**config.mk**
```make
export PLATFORM = sky130hd
export DESIGN_NAME = ds1302_time_poller
export DESIGN_NICKNAME = d
export VERILOG_FILES = /design/src/rtl/ds1302_pkg.sv /design/src/rtl/ds1302_cmd_issuer.sv /design/src/rtl/ds1302_time_poller.sv
export SDC_FILE = /design/constraint.sdc
export NUM_CORES = 1
export LEC_CHECK = 0
export ABC_AREA = 1
export ABC_CLOCK_PERIOD_IN_PS = 2400
export CORE_UTILIZATION = 40
export CTS_CLUSTER_SIZE = 30
export DETAILED_ROUTE_END_ITERATION = 8
export GPL_TIMING_DRIVEN = 0
export SETUP_SLACK_MARGIN = 0.05
export SYNTH_ARGS = -nofsm -noshare
export SYNTH_HDL_FRONTEND = slang
export SYNTH_SLANG_ARGS = --single-unit
```
**constraint.sdc**
```tcl
create_clock -name CLK -period 2.4 [get_ports CLK]
set_clock_uncertainty 0.05 [all_clocks]
set_input_delay 0.24 -clock CLK [delete_from_list [all_inputs] [get_ports CLK]]
set_output_delay 0.24 -clock CLK [all_outputs]
set_load 0.05 [all_outputs]
```
**src/rtl/ds1302_pkg.sv**
```systemverilog
// Shared definitions for the DS1302 time poller: Start_Sig bit map, one-hot
// commands, sequencer/issuer state encodings and BCD field masks.
package ds1302_pkg;

  localparam int BIT_R_SEC  = 0;
  localparam int BIT_R_MIN  = 1;
  localparam int BIT_R_HOUR = 2;
  localparam int BIT_W_SEC  = 4;
  localparam int BIT_W_MIN  = 5;
  localparam int BIT_W_HOUR = 6;
  localparam int BIT_WP_OFF = 7;

  localparam logic [7:0] CMD_NONE   = 8'h00;
  localparam logic [7:0] CMD_R_SEC  = 8'(1) << BIT_R_SEC;
  localparam logic [7:0] CMD_R_MIN  = 8'(1) << BIT_R_MIN;
  localparam logic [7:0] CMD_R_HOUR = 8'(1) << BIT_R_HOUR;
  localparam logic [7:0] CMD_W_SEC  = 8'(1) << BIT_W_SEC;
  localparam logic [7:0] CMD_W_MIN  = 8'(1) << BIT_W_MIN;
  localparam logic [7:0] CMD_W_HOUR = 8'(1) << BIT_W_HOUR;
  localparam logic [7:0] CMD_WP_OFF = 8'(1) << BIT_WP_OFF;
  localparam logic [7:0] READ_CMD_MASK = CMD_R_SEC | CMD_R_MIN | CMD_R_HOUR;

  localparam logic [7:0] MASK_SEC_MIN = 8'h7F;
  localparam logic [7:0] MASK_HOUR    = 8'h3F;
  localparam logic [7:0] MASK_24H     = 8'h7F;

  typedef enum logic [3:0] {
    ST_WP_OFF, ST_W_SEC, ST_W_MIN, ST_W_HOUR, ST_WAIT,
    ST_RD_SEC, ST_RD_MIN, ST_RD_HOUR, ST_COMMIT
  } state_t;

  typedef enum logic [1:0] {PH_IDLE, PH_ISSUE, PH_GAP} phase_t;

  function automatic logic [7:0] state_cmd(input state_t s);
    case (s)
      ST_WP_OFF:  return CMD_WP_OFF;
      ST_W_SEC:   return CMD_W_SEC;
      ST_W_MIN:   return CMD_W_MIN;
      ST_W_HOUR:  return CMD_W_HOUR;
      ST_RD_SEC:  return CMD_R_SEC;
      ST_RD_MIN:  return CMD_R_MIN;
      ST_RD_HOUR: return CMD_R_HOUR;
      default:    return CMD_NONE;
    endcase
  endfunction

endpackage

```
**src/rtl/ds1302_cmd_issuer.sv**
```systemverilog
// ISSUE/GAP handshake toward the DS1302 command controller with an
// outstanding-command timeout; reports completion and abort to the sequencer.
module ds1302_cmd_issuer
  import ds1302_pkg::*;
#(
  parameter int unsigned TIMEOUT_CYCLES = 1_000_000
) (
  input  logic       clk,
  input  logic       rst,
  input  logic       go,
  input  logic [7:0] cmd,
  input  logic [7:0] wdata,
  input  logic       done_in,
  output logic [7:0] start,
  output logic [7:0] wr_data,
  output logic       cmd_done,
  output logic       cmd_timeout,
  output logic       ready
);

  localparam logic [31:0] TO_LAST = 32'(TIMEOUT_CYCLES - 1);

  phase_t      phase;
  logic [31:0] out_cnt;

  // Done on the terminal count cycle wins over the timeout.
  assign cmd_done    = (phase == PH_ISSUE) && done_in;
  assign cmd_timeout = (phase == PH_ISSUE) && !done_in && (out_cnt == TO_LAST);
  assign ready       = (phase != PH_ISSUE);

  always_ff @(posedge clk) begin
    if (rst) begin
      phase   <= PH_IDLE;
      start   <= CMD_NONE;
      wr_data <= 8'h00;
      out_cnt <= '0;
    end else begin
      case (phase)
        PH_IDLE, PH_GAP: begin
          if (go) begin
            phase   <= PH_ISSUE;
            start   <= cmd;
            wr_data <= wdata;
            out_cnt <= '0;
          end else begin
            phase <= PH_IDLE;
          end
        end
        PH_ISSUE: begin
          if (cmd_done) begin
            phase   <= PH_GAP;
            start   <= CMD_NONE;
            wr_data <= 8'h00;
          end else if (cmd_timeout) begin
            phase   <= PH_IDLE;
            start   <= CMD_NONE;
            wr_data <= 8'h00;
          end else begin
            out_cnt <= out_cnt + 32'd1;
          end
        end
        default: phase <= PH_IDLE;
      endcase
    end
  end

endmodule

```
**src/rtl/ds1302_time_poller.sv**
```systemverilog
// Periodic seconds/minutes/hours poller for the DS1302 command controller with
// a torn-free BCD snapshot. Define DS1302_TIME_INIT_EN for the power-on set-time run.
module ds1302_time_poller
  import ds1302_pkg::*;
#(
  parameter int unsigned POLL_CYCLES    = 5_000_000,
  parameter int unsigned TIMEOUT_CYCLES = 1_000_000,
  parameter logic [7:0]  INIT_SEC       = 8'h00,
  parameter logic [7:0]  INIT_MIN       = 8'h00,
  parameter logic [7:0]  INIT_HOUR      = 8'h12
) (
  input  logic       CLK,
  input  logic       RST,
  output logic [7:0] Start_Sig,
  input  logic       Done_Sig,
  output logic [7:0] Time_Write_Data,
  input  logic [7:0] Time_Read_Data,
  output logic [7:0] Sec_Bcd,
  output logic [7:0] Min_Bcd,
  output logic [7:0] Hour_Bcd,
  output logic       Time_Valid,
  output logic       Time_Err
);

  localparam logic [31:0] WAIT_LOAD = 32'(POLL_CYCLES - 1);
`ifdef DS1302_TIME_INIT_EN
  localparam state_t FIRST_STATE = ST_WP_OFF;
`else
  localparam state_t FIRST_STATE = ST_RD_SEC;
`endif

  state_t      state, issue_state;
  logic [31:0] wait_cnt;
  logic [7:0]  issue_cmd, issue_wdata;
  logic        iss_go, iss_done, iss_timeout, iss_ready;
  logic [7:0]  sh_sec, sh_min, sh_hour;

  // The last WAIT cycle launches RD_SEC directly so the period is exact.
  always_comb begin
    issue_state = ((state == ST_WAIT) && (wait_cnt == '0)) ? ST_RD_SEC : state;
    issue_wdata = 8'h00;
`ifdef DS1302_TIME_INIT_EN
    issue_cmd = state_cmd(issue_state);
    case (issue_state)
      ST_W_SEC:  issue_wdata = INIT_SEC & MASK_SEC_MIN;
      ST_W_MIN:  issue_wdata = INIT_MIN;
      ST_W_HOUR: issue_wdata = INIT_HOUR & MASK_24H;
      default:   issue_wdata = 8'h00;
    endcase
`else
    issue_cmd = state_cmd(issue_state) & READ_CMD_MASK;
`endif
    iss_go = iss_ready && (issue_cmd != CMD_NONE);
  end

  ds1302_cmd_issuer #(
    .TIMEOUT_CYCLES(TIMEOUT_CYCLES)
  ) u_issuer (
    .clk        (CLK),
    .rst        (RST),
    .go         (iss_go),
    .cmd        (issue_cmd),
    .wdata      (issue_wdata),
    .done_in    (Done_Sig),
    .start      (Start_Sig),
    .wr_data    (Time_Write_Data),
    .cmd_done   (iss_done),
    .cmd_timeout(iss_timeout),
    .ready      (iss_ready)
  );

  always_ff @(posedge CLK) begin
    if (RST) begin
      state      <= FIRST_STATE;
      wait_cnt   <= '0;
      Sec_Bcd    <= 8'h00;
      Min_Bcd    <= 8'h00;
      Hour_Bcd   <= 8'h00;
      Time_Valid <= 1'b0;
      Time_Err   <= 1'b0;
    end else begin
      Time_Valid <= 1'b0;
      if (iss_timeout) begin
        Time_Err <= 1'b1;
        state    <= ST_WAIT;
        wait_cnt <= WAIT_LOAD;
      end else begin
        case (state)
`ifdef DS1302_TIME_INIT_EN
          ST_WP_OFF: if (iss_done) state <= ST_W_SEC;
          ST_W_SEC:  if (iss_done) state <= ST_W_MIN;
          ST_W_MIN:  if (iss_done) state <= ST_W_HOUR;
          ST_W_HOUR: if (iss_done) state <= ST_RD_SEC;
`endif
          ST_RD_SEC:  if (iss_done) state <= ST_RD_MIN;
          ST_RD_MIN:  if (iss_done) state <= ST_RD_HOUR;
          ST_RD_HOUR: if (iss_done) state <= ST_COMMIT;
          ST_COMMIT: begin
            Sec_Bcd    <= sh_sec & MASK_SEC_MIN;
            Min_Bcd    <= sh_min & MASK_SEC_MIN;
            Hour_Bcd   <= sh_hour & MASK_HOUR;
            Time_Valid <= 1'b1;
            Time_Err   <= 1'b0;
            state      <= ST_WAIT;
            wait_cnt   <= WAIT_LOAD;
          end
          ST_WAIT: begin
            if (wait_cnt == '0) state <= ST_RD_SEC;
            else                wait_cnt <= wait_cnt - 32'd1;
          end
          default: state <= FIRST_STATE;
        endcase
      end
    end
  end

  always_ff @(posedge CLK) begin
    if (iss_timeout) begin
      sh_sec  <= 8'h00;
      sh_min  <= 8'h00;
      sh_hour <= 8'h00;
    end else if (iss_done) begin
      case (state)
        ST_RD_SEC:  sh_sec  <= Time_Read_Data;
        ST_RD_MIN:  sh_min  <= Time_Read_Data;
        ST_RD_HOUR: sh_hour <= Time_Read_Data;
        default: ;
      endcase
    end
  end

endmodule
```
Word level (Yosys, flattened, before mapping)
Cells that the tools add are included.
{"block": "word_totals", "register_bits": 128, "input_bits": 11, "out_inout_bits": 42, "elab_cells": 102}
{"block": "op_classes", "add_sub_neg": 2, "n_eq_ne": 29, "muxes": 28, "bitwise": 1, "reduce_logical": 26}
{"cell": "two-way mux 32 bit", "count": 4}
{"cell": "one-hot mux 32 bit (2 select lines)", "count": 2}
{"cell": "adder 32 x 1 -> 32 bit (second input constant)", "count": 1}
{"cell": "equality test 32 x 20 -> 1 bit (second input constant)", "count": 1}
{"cell": "zero test 32 bit", "count": 1}
{"cell": "two-way mux 8 bit", "count": 4}
{"cell": "one-hot mux 8 bit (2 select lines)", "count": 2}
{"cell": "subtractor 32 x 1 -> 32 bit (second input constant)", "count": 1}
{"cell": "equality test 4 x 3 -> 1 bit (second input constant)", "count": 7}
{"cell": "two-way mux 23 bit", "count": 1}
{"cell": "one-hot mux 3 bit (7 select lines)", "count": 1}
{"cell": "two-way mux 4 bit", "count": 5}
{"cell": "one-hot mux 4 bit (5 select lines)", "count": 1}
{"cell": "inequality test 3 bit (second input constant)", "count": 5}
{"cell": "inequality test 2 bit (second input constant)", "count": 7}
{"cell": "AND reduction 2 bit", "count": 6}
{"cell": "AND reduction 4 bit", "count": 3}
{"cell": "equality test 4 x 2 -> 1 bit (second input constant)", "count": 2}
{"cell": "nonzero test 8 bit", "count": 1}
{"cell": "nonzero test 2 bit", "count": 3}
{"cell": "logical AND 1 bit", "count": 5}
{"cell": "two-way mux 1 bit", "count": 5}
{"cell": "equality test 4 x 1 -> 1 bit (second input constant)", "count": 1}
{"cell": "equality test 4 bit (second input constant)", "count": 1}
{"cell": "13 further kinds", "count": 16}

Longest topological paths before layout
{"block": "logic_depth", "depth_word": 9, "depth_mapped": 12, "mapped_depth_nobuf": 12}

Hierarchy
A second synthesis with hierarchy kept.
{"block": "hier_totals", "hier_cells": 1147, "hier_area_um2": 7277.0}
{"module": "ds1302_time_poller", "n_inst": 1, "cells_each": 612, "area_each_um2": 4068.9, "seq_area_each_um2": 1561.5}
{"module": "ds1302_cmd_issuer", "n_inst": 1, "cells_each": 535, "area_each_um2": 3208.1, "seq_area_each_um2": 1001.0}

Worst setup path after synthesis
Ideal clock, no wire load.
{"block": "synth_timing", "kind": "register -> register", "startpoint": "register u_issuer.out_cnt[0]", "endpoint": "register Min_Bcd[0]", "setup_ns": 0.117, "t_arrival_ns": 1.719, "required_time_ns": 2.233, "setup_slack_ns": 0.514, "path_stages_with_launch": 11, "path_buffers": 1, "synth_period_minus_slack_ns": 1.886, "cell_sequence": "dfxtp_1 > ha_1 > inv_1 > nor2_4 > nand3_1 > nor2_1 > nand3_2 > nand2_1 > nor2_1 > buf_2 > a22o_1"}
{"block": "synth_via", "elab_chain_len": 4}
{"item": "start, declared", "line": "ds1302_cmd_issuer.sv:24", "source": "logic [31:0] out_cnt;"}
{"item": "start signal, assigned", "line": "ds1302_cmd_issuer.sv:59", "source": "out_cnt <= out_cnt + 32'd1;"}
{"item": "equality test 32 x 20 -> 1 bit", "line": "ds1302_cmd_issuer.sv:28", "source": "assign cmd_timeout = (phase == PH_ISSUE) && !done_in && (out_cnt == TO_LAST);"}
{"item": "logical AND 1 bit", "line": "ds1302_cmd_issuer.sv:28"}
{"item": "NOT 1 bit (no source line)"}
{"item": "AND reduction 2 bit (no source line)"}
{"item": "end signal, assigned", "line": "ds1302_time_poller.sv:100", "source": "Min_Bcd <= sh_min & MASK_SEC_MIN;"}
{"item": "end, declared", "line": "ds1302_time_poller.sv:19", "source": "output logic [7:0] Min_Bcd,"}
No other way between the ends.
A chain may end at the register's enable or synchronous reset.

Worst setup path after layout
{"block": "layout_timing", "startpoint": "register u_issuer.out_cnt[0]", "endpoint": "register wait_cnt[2]"}
{"block": "layout_via", "elab_chain_len": 4, "word_cells_on_any_way": 6, "classes_between": "eq/ne (2); mux (1); reduce/logical (3)"}
{"item": "equality test 32 x 20 -> 1 bit *", "line": "ds1302_cmd_issuer.sv:28"}
{"item": "logical AND 1 bit *", "line": "ds1302_cmd_issuer.sv:28"}
{"item": "inequality test 3 bit (no source line) / nonzero test 3 bit (equally long branches)"}
{"item": "AND reduction 2 bit (no source line)"}
{"item": "end signal, assigned", "line": "ds1302_time_poller.sv:109", "source": "else wait_cnt <= wait_cnt - 32'd1;"}
{"item": "end, declared", "line": "ds1302_time_poller.sv:33", "source": "logic [31:0] wait_cnt;"}
Mark *: on every way between the ends. The rest lies on a longest branch, timed or not.

==> run_summary.xml <==
<?xml version="1.0" encoding="UTF-8"?>
<metrics>
  <group name="timing">
    <metric name="timing.final.ws_setup" unit="ps">231</metric>
    <metric name="worst_pin_slew" unit="ps">619</metric>
    <metric name="final_hold_violations" unit="">0</metric>
    <metric name="timing.final.crit_share" unit="">0.904</metric>
    <metric name="final.min_clock_period" unit="ps">2170</metric>
    <metric name="unrepaired_setup_endpoints_after_global_routing" unit="">yes</metric>
    <metric name="setup-violations-final" unit="">0</metric>
    <metric name="final_max_slew_viol_count" unit="">0</metric>
    <metric name="timing.slew.headroom" unit="">0.586</metric>
    <metric name="fmax" unit="GHz">0.461</metric>
  </group>
  <group name="clock_network">
    <metric name="numCtsBuffers" unit="">17</metric>
    <metric name="cts_root_buf" unit="">sky130_fd_sc_hd__clkbuf_16</metric>
    <metric name="clkSlewWorstSetupHoldPaths" unit="ps">70</metric>
    <metric name="htreeDepth" unit="">4</metric>
    <metric name="cts_num_sinks" unit="">115</metric>
    <metric name="cts_tree" unit="">done</metric>
    <metric name="cts_max_path_buffers" unit="">2</metric>
    <metric name="clk_latency" unit="ps">430</metric>
  </group>
  <group name="placement">
    <metric name="place.gp.congestion" unit="">0.992</metric>
    <metric name="post_dp_cell_area" unit="mm^2">0.00720</metric>
    <metric name="io_buffers" unit="">34</metric>
    <metric name="place.detailed.hpwl" unit="um">13600</metric>
    <metric name="detailedPlace.worstSlack" unit="ps">-53.4</metric>
    <metric name="numPlacedInstances" unit="">1284</metric>
  </group>
  <group name="pwr">
    <metric name="power.share.clock" unit="">0.248</metric>
    <metric name="irDropWorstVdd" unit="mV">0.699</metric>
    <metric name="switching_part_of_the_total" unit="">0.470</metric>
    <metric name="leakagePower" unit="uW">0.00313</metric>
    <metric name="power.density_cell_area" unit="mW/mm^2">1290</metric>
    <metric name="power.switching" unit="uW">4770</metric>
    <metric name="fraction_of_power_consumed_by_combinational_cells" unit="">0.498</metric>
    <metric name="share_of_total_power_in_sequential_cells" unit="">0.254</metric>
    <metric name="p_int" unit="uW">5370</metric>
  </group>
  <group name="layout">
    <metric name="layout-drive-gt1-share" unit="">0.103</metric>
    <metric name="final_common_cell" unit="">sky130_fd_sc_hd__nand2_1</metric>
    <metric name="fillCellCount" unit="">1708</metric>
    <metric name="multiInputGateArea" unit="mm^2">0.00370</metric>
    <metric name="nets" unit="">1105</metric>
    <metric name="mostFrequentLayoutCells" unit="">sky130_fd_sc_hd__nand2_1, sky130_fd_sc_hd__nor2_1, sky130_fd_sc_hd__nand3_1</metric>
    <metric name="layout.area.seq" unit="mm^2">0.00230</metric>
    <metric name="final_cell_count_no_fill" unit="">1321</metric>
    <metric name="finish.instance_area" unit="mm^2">0.00787</metric>
    <metric name="area_delta_synth_final" unit="%">20.6</metric>
    <metric name="antennaDiodeCount" unit="">0</metric>
  </group>
  <group name="route">
    <metric name="drc_violations" unit="">0</metric>
    <metric name="drt_iter0_drc" unit="">423</metric>
    <metric name="wl_per_cell" unit="um">13.8</metric>
    <metric name="detailedRoute.firstPassIterationCount" unit="">5</metric>
    <metric name="vias_per_cell" unit="">5.08</metric>
    <metric name="wirelength" unit="um">18200</metric>
    <metric name="detail-route-antenna-nets" unit="">0</metric>
    <metric name="via_count" unit="">6714</metric>
  </group>
  <group name="critical_path">
    <metric name="worst_ep_arrival_time" unit="ps">2410</metric>
    <metric name="cpMostUsedCell" unit="">sky130_fd_sc_hd__inv_1</metric>
    <metric name="setup.worst_path.end" unit="">wait_cnt[2]$_SDFFE_PP0P_</metric>
    <metric name="timing.reg2reg.setup_slack" unit="ps">230</metric>
    <metric name="worstPathRequired" unit="ps">2640</metric>
    <metric name="timing.critical_path.from" unit="">u_issuer.out_cnt[0]$_SDFFE_PP0P_</metric>
    <metric name="launch_point_of_the_worst_reg_to_reg_path" unit="">u_issuer.out_cnt[0]$_SDFFE_PP0P_</metric>
    <metric name="cp_cell_sequence" unit="">ha_2, inv_1, nor2_4, nand2_1, inv_1, nand4_1, buf_4, buf_2, nand3_1, a21oi_1</metric>
    <metric name="critical_path.endpoint_type" unit="">flip-flop</metric>
    <metric name="critPathSlowestCell" unit="">sky130_fd_sc_hd__dfxtp_2</metric>
    <metric name="worst_r2r_endpoint" unit="">wait_cnt[2]$_SDFFE_PP0P_</metric>
    <metric name="timing.setup.critical_path_class" unit="">flip-flop to flip-flop</metric>
    <metric name="worst_r2r_path_depth" unit="">10</metric>
    <metric name="critical_path_peak_fanout" unit="">10</metric>
    <metric name="start_kind" unit="">flip-flop</metric>
    <metric name="worst_path_largest_cell_delay" unit="ps">390</metric>
  </group>
  <group name="run">
    <metric name="cap_violations" unit="">0</metric>
  </group>
  <group name="logic_synthesis">
    <metric name="synth-seq-area-share" unit="">0.353</metric>
    <metric name="syn-instance-count" unit="">1018</metric>
    <metric name="ys_seq_elements" unit="">115</metric>
    <metric name="synthesis.area_per_instance" unit="um^2">6.41</metric>
    <metric name="yosysWarningCount" unit="">0</metric>
    <metric name="postSynth.asyncResetShare" unit="">0</metric>
    <metric name="postSynth.topFlopCell" unit="">sky130_fd_sc_hd__dfxtp_1</metric>
    <metric name="synth_cell_types" unit="">31</metric>
    <metric name="synthesis.area" unit="mm^2">0.00653</metric>
    <metric name="synth-edff-count" unit="">0</metric>
  </group>
  <group name="floorplanning">
    <metric name="row_count" unit="">46</metric>
    <metric name="io_pins" unit="">53</metric>
    <metric name="die_area" unit="mm^2">0.0168</metric>
    <metric name="fp.coreArea" unit="mm^2">0.0159</metric>
    <metric name="chipHeight" unit="um">130</metric>
    <metric name="initial_utilization" unit="">0.411</metric>
    <metric name="die-width" unit="um">130</metric>
  </group>
  <group name="outcome">
    <metric name="result_of_the_run" unit="">complete, no violations</metric>
  </group>
  <group name="global_routing">
    <metric name="grt_pass1_vias" unit="">6202</metric>
    <metric name="pin_count_of_the_biggest_net_entering_global_routing" unit="">17</metric>
    <metric name="grt-ovfl-total" unit="">0</metric>
    <metric name="grt_antenna_before_repair" unit="">0</metric>
    <metric name="grt_first_pass_wirelength" unit="um">30100</metric>
    <metric name="grt.total_usage" unit="">0.228</metric>
  </group>
  <group name="min_path">
    <metric name="timing.hold.worst.class" unit="">input pin to flip-flop</metric>
  </group>
</metrics>
-- registers in the layout, summed over array words and instances (netlist names) --
| register | count |
|---|---|
| Hour_Bcd | 6 |
| Min_Bcd | 7 |
| Sec_Bcd | 7 |
| Time_Err | 1 |
| Time_Valid | 1 |
| sh_hour | 6 |
| sh_min | 7 |
| sh_sec | 7 |
| state | 4 |
| u_issuer.out_cnt | 32 |
| u_issuer.phase | 2 |
| u_issuer.start | 3 |
| wait_cnt | 32 |
-- worst max-delay path: cells and delay by family, from the launching register on --
| kind | cells | cell delay (ps) |
|---|---|---|
| AO/OA/AOI/OAI | 1 | 60 |
| adder cells (fa/ha/maj) | 1 | 240 |
| buffers and inverters | 4 | 640 |
| flip-flops | 1 | 390 |
| AND/OR/NAND/NOR | 4 | 670 |
-- through the flow --
stage / total power [uW] / hold slack (ps) / util / setup TNS (ps)
floorplan: 6260 / 355 / - / 0
detailed placement: 7410 / 403 / 0.453 / -366
global route: 10900 / 387 / 0.496 / 0
finish: 10100 / 372 / 0.496 / 0
global placement: 7360 / 399 / 0.453 / -301
CTS: 9950 / 369 / 0.492 / 0
-- metal layers --
metal / global-route usage / wire (um) / up-vias
met4: 0.0862 / 337 / 0
met3: 0.0504 / 986 / 33
met5: 0 / 0 / -
met2: 0.374 / 8460 / 193
met1: 0.292 / 8450 / 3033
li1: - / - / 3455
-- power by group through the flow --
stage / Clock (uW) / Combinational, uW / Sequential, uW
final: 2510 / 5050 / 2570
after global routing: 2650 / 5670 / 2620
after CTS: 2550 / 4840 / 2560
after floorplan: 0 / 3700 / 2560
after global placement: 0 / 4760 / 2600
after detailed placement: 0 / 4810 / 2600
-- area by class of cell --
class,count,share of cell area
clock buffers,17,0.0540
plain buffers,56,0.0451
inverters,71,0.0339
well taps,216,0.0343
multi-input cells,792,0.471
clock inverters,15,0.0213
repair buffers,39,0.0480
flip-flops and latches,115,0.293
-- how the worst min path moves through the flow --
| stage | end | slack (ps) | cells after the start | start |
|---|---|---|---|---|
| after floorplan | sh_sec[0]$_SDFFE_PP0P_ | 350 | 2 | Time_Read_Data[0] |
| after global placement | Time_Err$_SDFFE_PP0P_ | 400 | 2 | Time_Err$_SDFFE_PP0P_ |
| after detailed placement | Sec_Bcd[6]$_SDFFE_PP0P_ | 400 | 1 | Sec_Bcd[6]$_SDFFE_PP0P_ |
| after CTS | sh_sec[6]$_SDFFE_PP0P_ | 370 | 3 | Time_Read_Data[6] |
| after global routing | sh_sec[6]$_SDFFE_PP0P_ | 390 | 3 | Time_Read_Data[6] |
| final | sh_sec[6]$_SDFFE_PP0P_ | 370 | 3 | Time_Read_Data[6] |
-- cells in the mapped netlist (2+ instances only) --
library cell,n,area share
sky130_fd_sc_hd__nand2_1,246,0.14
sky130_fd_sc_hd__nor2_1,186,0.11
sky130_fd_sc_hd__nand3_1,143,0.11
sky130_fd_sc_hd__dfxtp_1,115,0.35
sky130_fd_sc_hd__a21oi_1,82,0.063
sky130_fd_sc_hd__inv_1,68,0.039
sky130_fd_sc_hd__a22o_1,20,0.027
sky130_fd_sc_hd__buf_4,20,0.023
sky130_fd_sc_hd__buf_2,17,0.013
sky130_fd_sc_hd__nand4_1,17,0.016
sky130_fd_sc_hd__o21ai_0,16,0.012
sky130_fd_sc_hd__xor2_1,14,0.019
sky130_fd_sc_hd__clkbuf_1,13,0.0075
sky130_fd_sc_hd__nor3_1,13,0.010
sky130_fd_sc_hd__nor2_2,7,0.0067
sky130_fd_sc_hd__or2_2,7,0.0067
sky130_fd_sc_hd__xnor2_1,7,0.0094
sky130_fd_sc_hd__buf_6,6,0.010
sky130_fd_sc_hd__inv_2,3,0.0017
sky130_fd_sc_hd__nor2_4,3,0.0052
sky130_fd_sc_hd__ha_1,2,0.0038
sky130_fd_sc_hd__nand2_2,2,0.0019
sky130_fd_sc_hd__nand3_2,2,0.0031
sky130_fd_sc_hd__o21ai_1,2,0.0015
-- cell families after synthesis --
family / synth area share
and+or+nand+nor: 0.414
buffers and inverters: 0.0947
AOI/OAI and AO/OA: 0.106
DFF: 0.353
xor gates and xnor gates: 0.0282
adders and majority gates: 0.00383
other: 0.000574
-- what timing repair did --
item                                    in CTS  in global routing
gates resized for setup                      5                  8
pin swaps                                    2                  2
endpoints found under the setup margin      58                 93
setup buffers                                1                  4
hold buffers                                 0                  0
Power figures use the tool's default switching activity.
